File: config.mk
export PLATFORM = sky130hd
export DESIGN_NAME = trig_tag_receiver
export DESIGN_NICKNAME = d
export VERILOG_FILES = /design/src/rtl/trig_tag_receiver_pkg.sv /design/src/rtl/trig_tag_receiver_sat_counter.sv /design/src/rtl/trig_tag_receiver.sv
export SDC_FILE = /design/constraint.sdc
export NUM_CORES = 1
export LEC_CHECK = 0
export ABC_CLOCK_PERIOD_IN_PS = 4790
export CORE_AREA = 2 2 143 145
export CTS_BUF_LIST = sky130_fd_sc_hd__clkbuf_4 sky130_fd_sc_hd__clkbuf_8
export DETAILED_ROUTE_END_ITERATION = 12
export DIE_AREA = 0 0 145 147
export PLACE_DENSITY = 0.9
export SLEW_MARGIN = 30
export SYNTH_ARGS = -nofsm -noshare
export SYNTH_HDL_FRONTEND = slang
export SYNTH_SLANG_ARGS = --single-unit
File: constraint.sdc
create_clock -name clk -period 4.79 [get_ports clk]
set_input_delay 1.437 -clock clk [delete_from_list [all_inputs] [get_ports clk]]
set_output_delay 1.437 -clock clk [all_outputs]
set_load 0.02 [all_outputs]
File: src/rtl/trig_tag_receiver_pkg.sv
// Shared frame layout for the trigger-tag word stream.
// Transmitter and receiver both import this package.
package trig_tag_receiver_pkg;

  localparam logic [15:0] HEADER = 16'hEEEE;
  localparam int          NWORDS = 9;

  localparam logic [3:0] W_HDR     = 4'd0;
  localparam logic [3:0] W_ID      = 4'd1;
  localparam logic [3:0] W_VETO_LO = 4'd2;
  localparam logic [3:0] W_VETO_HI = 4'd3;
  localparam logic [3:0] W_TS_LO   = 4'd4;
  localparam logic [3:0] W_TS_HI   = 4'd5;
  localparam logic [3:0] W_INT     = 4'd6;
  localparam logic [3:0] W_FLAGS   = 4'd7;
  localparam logic [3:0] W_ET      = 4'(NWORDS - 1);

  localparam int ID_W       = 10;
  localparam int FIX_LSB    = 10;
  localparam int FIX_W      = 6;
  localparam int RAW_LSB    = 0;
  localparam int SCALED_LSB = 8;
  localparam int NCLUS_LSB  = 0;
  localparam int EXT_LSB    = 4;
  localparam int DELTA_BIT  = 8;
  localparam int PS_BIT     = 9;

  typedef enum logic {
    S_IDLE,
    S_BODY
  } state_t;

endpackage

File: src/rtl/trig_tag_receiver_sat_counter.sv
// Saturating event counter with synchronous clear.
// Holds at all-ones instead of wrapping.
module sat_counter #(
  parameter int W = 16
) (
  input  logic         clk,
  input  logic         rst_n,
  input  logic         clr,
  input  logic         inc,
  output logic [W-1:0] count
);

  always_ff @(posedge clk) begin
    if (!rst_n) begin
      count <= '0;
    end else if (clr) begin
      count <= '0;
    end else if (inc && !(&count)) begin
      count <= count + 1'b1;
    end
  end

endmodule

File: src/rtl/trig_tag_receiver.sv
// Deframes 9-word trigger-tag frames, checks fixed
// fields and event-ID continuity, emits one record per frame.
module trig_tag_receiver
  import trig_tag_receiver_pkg::*;
#(
  parameter int ERR_W = 16
) (
  input  logic             clk,
  input  logic             rst_n,
  input  logic             in_live,
  input  logic [15:0]      in_tag_word,
  output logic             out_valid,
  output logic [9:0]       out_event_id,
  output logic [31:0]      out_veto_raw,
  output logic [31:0]      out_timestamp,
  output logic [7:0]       out_int_raw,
  output logic [7:0]       out_int_scaled,
  output logic [3:0]       out_nclus,
  output logic [3:0]       out_ext,
  output logic             out_delta,
  output logic             out_is_ps,
  output logic [15:0]      out_et_raw,
  output logic [19:0]      frame_cnt,
  output logic [ERR_W-1:0] fmt_err_cnt,
  output logic [ERR_W-1:0] id_err_cnt
);

  state_t state, state_nxt;
  logic [3:0] idx, idx_nxt;
  logic latch, abort, done;
  logic pre_live, live_rise;
  logic [ID_W-1:0] exp_id;

  logic [ID_W-1:0] sh_id;
  logic [15:0] sh_veto_lo, sh_veto_hi;
  logic [15:0] sh_ts_lo, sh_ts_hi;
  logic [15:0] sh_int;
  logic [9:0]  sh_flags;

  logic fix_bad;

  assign live_rise = in_live && !pre_live;
  assign fix_bad = |in_tag_word[FIX_LSB +: FIX_W];

  always_ff @(posedge clk) begin
    if (!rst_n) begin
      state <= S_IDLE;
      idx   <= W_HDR;
    end else begin
      state <= state_nxt;
      idx   <= idx_nxt;
    end
  end

  always_comb begin
    state_nxt = state;
    idx_nxt   = idx;
    latch     = 1'b0;
    abort     = 1'b0;
    done      = 1'b0;
    if (!in_live) begin
      state_nxt = S_IDLE;
      idx_nxt   = W_HDR;
    end else begin
      unique case (state)
        S_IDLE: begin
          if (in_tag_word == HEADER) begin
            state_nxt = S_BODY;
            idx_nxt   = W_ID;
          end
        end
        S_BODY: begin
          // aborting word is dropped, never retried as a header
          if ((idx == W_ID || idx == W_FLAGS) && fix_bad) begin
            abort     = 1'b1;
            state_nxt = S_IDLE;
            idx_nxt   = W_HDR;
          end else if (idx == W_ET) begin
            done      = 1'b1;
            state_nxt = S_IDLE;
            idx_nxt   = W_HDR;
          end else begin
            latch   = 1'b1;
            idx_nxt = idx + 4'd1;
          end
        end
        default: begin
          state_nxt = S_IDLE;
          idx_nxt   = W_HDR;
        end
      endcase
    end
  end

  always_ff @(posedge clk) begin
    if (!rst_n) begin
      sh_id      <= '0;
      sh_veto_lo <= '0;
      sh_veto_hi <= '0;
      sh_ts_lo   <= '0;
      sh_ts_hi   <= '0;
      sh_int     <= '0;
      sh_flags   <= '0;
    end else if (latch) begin
      unique case (idx)
        W_ID:      sh_id      <= in_tag_word[ID_W-1:0];
        W_VETO_LO: sh_veto_lo <= in_tag_word;
        W_VETO_HI: sh_veto_hi <= in_tag_word;
        W_TS_LO:   sh_ts_lo   <= in_tag_word;
        W_TS_HI:   sh_ts_hi   <= in_tag_word;
        W_INT:     sh_int     <= in_tag_word;
        W_FLAGS:   sh_flags   <= in_tag_word[9:0];
        default:   ;
      endcase
    end
  end

  always_ff @(posedge clk) begin
    if (!rst_n) begin
      out_valid      <= 1'b0;
      out_event_id   <= '0;
      out_veto_raw   <= '0;
      out_timestamp  <= '0;
      out_int_raw    <= '0;
      out_int_scaled <= '0;
      out_nclus      <= '0;
      out_ext        <= '0;
      out_delta      <= 1'b0;
      out_is_ps      <= 1'b0;
      out_et_raw     <= '0;
    end else begin
      out_valid <= done;
      if (done) begin
        out_event_id   <= sh_id;
        out_veto_raw   <= {sh_veto_hi, sh_veto_lo};
        out_timestamp  <= {sh_ts_hi, sh_ts_lo};
        out_int_raw    <= sh_int[RAW_LSB +: 8];
        out_int_scaled <= sh_int[SCALED_LSB +: 8];
        out_nclus      <= sh_flags[NCLUS_LSB +: 4];
        out_ext        <= sh_flags[EXT_LSB +: 4];
        out_delta      <= sh_flags[DELTA_BIT];
        out_is_ps      <= sh_flags[PS_BIT];
        out_et_raw     <= in_tag_word;
      end
    end
  end

  // expected ID resyncs to whatever arrived
  always_ff @(posedge clk) begin
    if (!rst_n) begin
      pre_live  <= 1'b0;
      exp_id    <= '0;
      frame_cnt <= '0;
    end else begin
      pre_live <= in_live;
      if (!in_live) begin
        exp_id <= '0;
      end else if (done) begin
        exp_id <= sh_id + 1'b1;
      end
      if (live_rise) begin
        frame_cnt <= '0;
      end else if (done) begin
        frame_cnt <= frame_cnt + 1'b1;
      end
    end
  end

  sat_counter #(.W(ERR_W)) u_fmt_err (
    .clk   (clk),
    .rst_n (rst_n),
    .clr   (live_rise),
    .inc   (abort),
    .count (fmt_err_cnt)
  );

  sat_counter #(.W(ERR_W)) u_id_err (
    .clk   (clk),
    .rst_n (rst_n),
    .clr   (live_rise),
    .inc   (done && (sh_id != exp_id)),
    .count (id_err_cnt)
  );

endmodule
Word level (Yosys, flattened, before mapping)
Index checks and enable logic that the tools add are counted.
- add/sub/neg operators: 5
- equality and inequality tests: 11
- mux-type cells: 17
- bitwise gates (word level): 2
- reduce and logical (&&, ||, !) cells: 21
- operator list (operator ; number):
    16-bit by 1-bit adder with 16-bit output (second input constant) ; 2
    16-bit AND reduction ; 2
    20-bit by 1-bit adder with 20-bit output (second input constant) ; 1
    16-bit == test (second input constant) ; 1
    4-bit by 3-bit == test with 1-bit output (second input constant) ; 4
    2-bit AND reduction ; 8
    1-bit two-way mux ; 12
    4-bit two-way mux ; 3
    10-bit by 1-bit adder with 10-bit output (second input constant) ; 1
    10-bit != test ; 1
    4-bit by 2-bit == test with 1-bit output (second input constant) ; 2
    4-bit one-hot mux with 2 select lines ; 1
    6-bit OR reduction ; 1
    1-bit logical AND ; 5
    4-bit by 1-bit adder with 4-bit output (second input constant) ; 1
    4-bit by 1-bit == test with 1-bit output (second input constant) ; 1
    4-bit == test (second input constant) ; 1
    1-bit logical NOT ; 3
    2-bit != test (second input constant) ; 1
    1-bit NOT ; 2
    1-bit one-hot mux with 2 select lines ; 1
    2-bit OR reduction ; 1
    1-bit logical OR ; 1
- register bits: 285
- bits of input ports: 19
- output and inout port bits: 169
- logic and storage cells: 81

Depth between registers and ports, before layout
- word-level depth: 8
- depth in mapped cells: 9
- mapped depth without buffers: 7

Modules after synthesis
From an unflattened synthesis, not the netlist that was laid out.
- cell total of the unflattened synthesis: 1300
- area total of the unflattened synthesis: 11334.6 um^2
- modules (own cells, without submodules) (module ; times used ; cells each ; area an instance (um^2) ; sequential area each (um^2)):
    trig_tag_receiver ; 1 ; 1108 ; 9625.5 ; 5064.9
    sat_counter ; 2 ; 96 ; 854.6 ; 320.3

Least setup slack after synthesis
Ideal clock, no wire load.
- path type: input port to flip-flop
- from: input port in_tag_word[11]
- to: register sh_int[0]
- setup time: 0.116 ns
- arrival: 3.031 ns
- data required time: 4.674 ns
- path slack: 1.643 ns
- stages on the path: 7
- path buffers: 2
- path through: buf_2 -> or4_4 -> o31ai_4 -> nand3_4 -> buf_6 -> mux2i_1 -> nor2b_1
- longest elaborated chain between the ends: 6
- RTL lines (item ; RTL line ; RTL):
    start: declaration ; trig_tag_receiver.sv:11 ; input logic [15:0] in_tag_word,
    6-bit OR reduction ; trig_tag_receiver.sv:43 ; assign fix_bad = |in_tag_word[FIX_LSB +: FIX_W];
    1-bit logical AND ; trig_tag_receiver.sv:74 ; if ((idx == W_ID || idx == W_FLAGS) && fix_bad) begin
    1-bit two-way mux ; trig_tag_receiver.sv:74 ;
    1-bit two-way mux ; trig_tag_receiver.sv:65 ; unique case (state)
    1-bit two-way mux ; trig_tag_receiver.sv:61 ; if (!in_live) begin
    2-bit AND reduction (no line) ; n/a ;
    end signal: assignment ; trig_tag_receiver.sv:111 ; W_INT: sh_int <= in_tag_word;
    end: declaration ; trig_tag_receiver.sv:37 ; logic [15:0] sh_int;
Every way passes these cells.
A chain may end at the register's enable or synchronous reset.

Final worst setup path
- from: input port in_tag_word[10]
- to: register sh_ts_lo[1]
- longest elaborated chain between the ends: 6
- RTL lines (item ; RTL line ; RTL):
    6-bit OR reduction ; trig_tag_receiver.sv:43 ;
    1-bit logical AND ; trig_tag_receiver.sv:74 ;
    1-bit two-way mux ; trig_tag_receiver.sv:74 ;
    1-bit two-way mux ; trig_tag_receiver.sv:65 ;
    1-bit two-way mux ; trig_tag_receiver.sv:61 ;
    2-bit AND reduction (no line) ; n/a ;
    end signal: assignment ; trig_tag_receiver.sv:109 ; W_TS_LO: sh_ts_lo <= in_tag_word;
    end: declaration ; trig_tag_receiver.sv:36 ; logic [15:0] sh_ts_lo, sh_ts_hi;
Every way passes these cells.

==> flow_summary.yaml <==
status:
  status: "completed"
timing:
  finalMaxSlewViolations: 0
  worstMarginPinSlew_ps: 820.6
  fin_crit_sh_pct: 68.26
  finClkSkew_ps: 20.31
  hold_viol: 0
  slew_headroom_pct: 44.87
  rsz0062_at_grt: "false"
  fmax_mhz: 305.9
  tns_ps: 0
  hold_slack_ps: 462.0
  finalSetupViolCount: 0
  min_period_ps: 3270
floorplanning:
  die_x_um: 145
  start_util_pct: 59.19
  die_height_um: 147
  core_area_sq_mm: 0.01984
  die-area_sq_mm: 0.02132
  rows: 52
  io_pins: 188
power_and_ir_drop:
  leakage_nw: 4.982
  cellPowerDensity_mw_per_mm2: 317.7
  vdd_ir_drop_max_v: 0.0002676
clock_tree:
  cts_tree: "built"
  clock_sinks: 285
  post_cts_buffers: 0
  clock_latency_ps: 560
  cts-resized-gates: 0
  cts-root-buf: "clkbuf_8"
  cts_max_level: 2
  clk_path_buf_depth: 3
  hold_buffers: 0
  cts.clk_slew.worst_paths_ps: 60
  numCtsBuffers: 45
drt:
  drt-vias-per-instance: 5.654
  drcViolationCount: 0
  routedWlPerCell_um: 17.36
  wirelength_um: 30680
  drtIter0Drc: 638
  ant_nets: 0
  via_count: 9991
  drtPass1Iterations: 6
yosys:
  avgSynthCellArea_sq_um: 8.959
  ys_seq_area_share_pct: 48.58
  synth_edf_count: 0
  syn-cell-area_sq_mm: 0.01175
  ys_ff_latch: 285
  synth.distinct_cells: 53
  ys.flop_type: "dfxtp_1"
  synthArstFlopShare_pct: 0
  ys_warn_count: 0
  syn_nets: 1338
  synthCells: 1311
final_layout:
  final_core_util_pct: 73.80
  antenna_cells: 0
  area_growth_pct: 24.69
  drive_gt1_share_pct: 7.281
  nets: 1492
grt:
  grt_pass1_wl_um: 48810
  grt_pass1_vias: 9690
  antenna_found_initial: 0
  grt_usage_pct: 27.95
  grt-ovfl-total: 0
  grt_max_degree: 138
worst_setup_path:
  worstSetupStartpointType: "input pin"
  cp-end-kind: "flip-flop"
  crit_fanout: 16
  worstSetupPathType: "in2reg"
  cp.arrival_ps: 3690
  cp.required_ps: 5220
job:
  cap_violations: 0
hold_path:
  hold_class: "reg2reg"
placement:
  place_hpwl_um: 18980
  numPortBuffers: 187
  gp_congestion: 0.9027
[state kept, by name, summed over array words and instances, names as in the netlist, 4 cells and up]
name	cells
out_timestamp	32
out_veto_raw	32
frame_cnt	20
out_et_raw	16
sh_int	16
sh_ts_hi	16
sh_ts_lo	16
sh_veto_hi	16
sh_veto_lo	16
u_fmt_err.count	16
u_id_err.count	16
exp_id	10
out_event_id	10
sh_flags	10
sh_id	10
out_int_raw	8
out_int_scaled	8
idx	4
out_ext	4
out_nclus	4
[metal layers]
layer / up-vias / share of wire [%] / global-route usage, %
met5: - / 0 / 0
met4: 0 / 3.2 / 11.39
met3: 75 / 8.5 / 7.143
met2: 419 / 48 / 46.88
met1: 4774 / 41 / 34.56
li1: 4723 / - / -
[per-stage QoR]
stage,cell area [sq um],power (mW),setup slack (ps),std cells
final,14650,4.653,1520,1767
after CTS,14650,4.671,1554,1767
after global placement,13690,2.540,1076,1688
after floorplan,11750,2.494,1643,1311
after global routing,14650,4.792,1453,1767
after detailed placement,13690,2.540,998.8,1688
[power breakdown]
part | leakage [nW] | total (mW) | switching [mW] | internal, mW
registers | 2.29 | 2.37 | 0.000473 | 2.37
logic | 2.18 | 0.119 | 0.0729 | 0.0460
clock network | 0.509 | 2.16 | 0.950 | 1.21
[final cells by class]
| type | instances | area [sq um] |
|---|---|---|
| clock buffer | 70 | 869.6 |
| fill | 1357 | 5199 |
| timing repair buffer | 203 | 2014 |
| tap | 270 | 337.8 |
| inverter | 13 | 48.80 |
| clock inverter | 9 | 82.58 |
| multi-input combinational | 917 | 5587 |
| sequential | 285 | 5705 |
[worst paths after layout]
check	cells after the start	startpoint	slack [ps]	endpoint
max	7	in_tag_word[10]	1520	sh_ts_lo[1]
min	2	out_timestamp[17]	460	out_timestamp[17]
max reg2reg	7	idx[0]	2420	out_timestamp[24]
min reg2reg	2	out_timestamp[17]	460	out_timestamp[17]
[layout by cell type, fill, tap and decap left out, types with 19 or more instances in the layout]
cell type and n:
nand4_1 19, a21oi_1 28, nand2_1 304, nand3_1 28, clkbuf_8 55, nor2b_1 80, xnor2_1 36, nor2_1 48
dfxtp_1 285, a21boi_0 136, mux2i_1 82, clkdlybuf4s50_1 186
[Yosys cell counts, types with 11 or more instances]
cell type | count | area share [%]
nand3_1 | 28 | 1.2
a21boi_0 | 136 | 8.7
dfxtp_1 | 285 | 49
a211oi_1 | 12 | 0.77
or3_1 | 12 | 0.64
nor2_1 | 48 | 1.5
xnor2_1 | 36 | 2.7
inv_1 | 13 | 0.42
buf_2 | 13 | 0.55
clkbuf_1 | 72 | 2.3
a21oi_1 | 28 | 1.2
nor4_1 | 11 | 0.59
nor3_1 | 12 | 0.51
mux2i_1 | 82 | 7.0
nor2b_1 | 80 | 4.3
nand2_1 | 305 | 9.7
o21ai_0 | 15 | 0.64
nand4_1 | 19 | 1.0
[worst max-delay path, cell delays in order]
cell	delay [ps]
clkdlybuf4s50_1	400
buf_4	170
or4_4	580
o31ai_4	380
nand3_4	340
mux2i_1	280
nor2b_1	90
[logic make-up (layout without fill, tap and decap cells)]
logic type,count (synthesis),after routing,synth area share (%)
fa+ha+maj,8,8,0.8523
simple gates,567,567,23.16
xor+xnor,44,44,3.281
compound gates,216,216,13.10
mux,82,82,6.988
buf+inv,109,295,4.037
flops,285,285,48.58
Note: power is estimated with default switching activity, not from simulation.
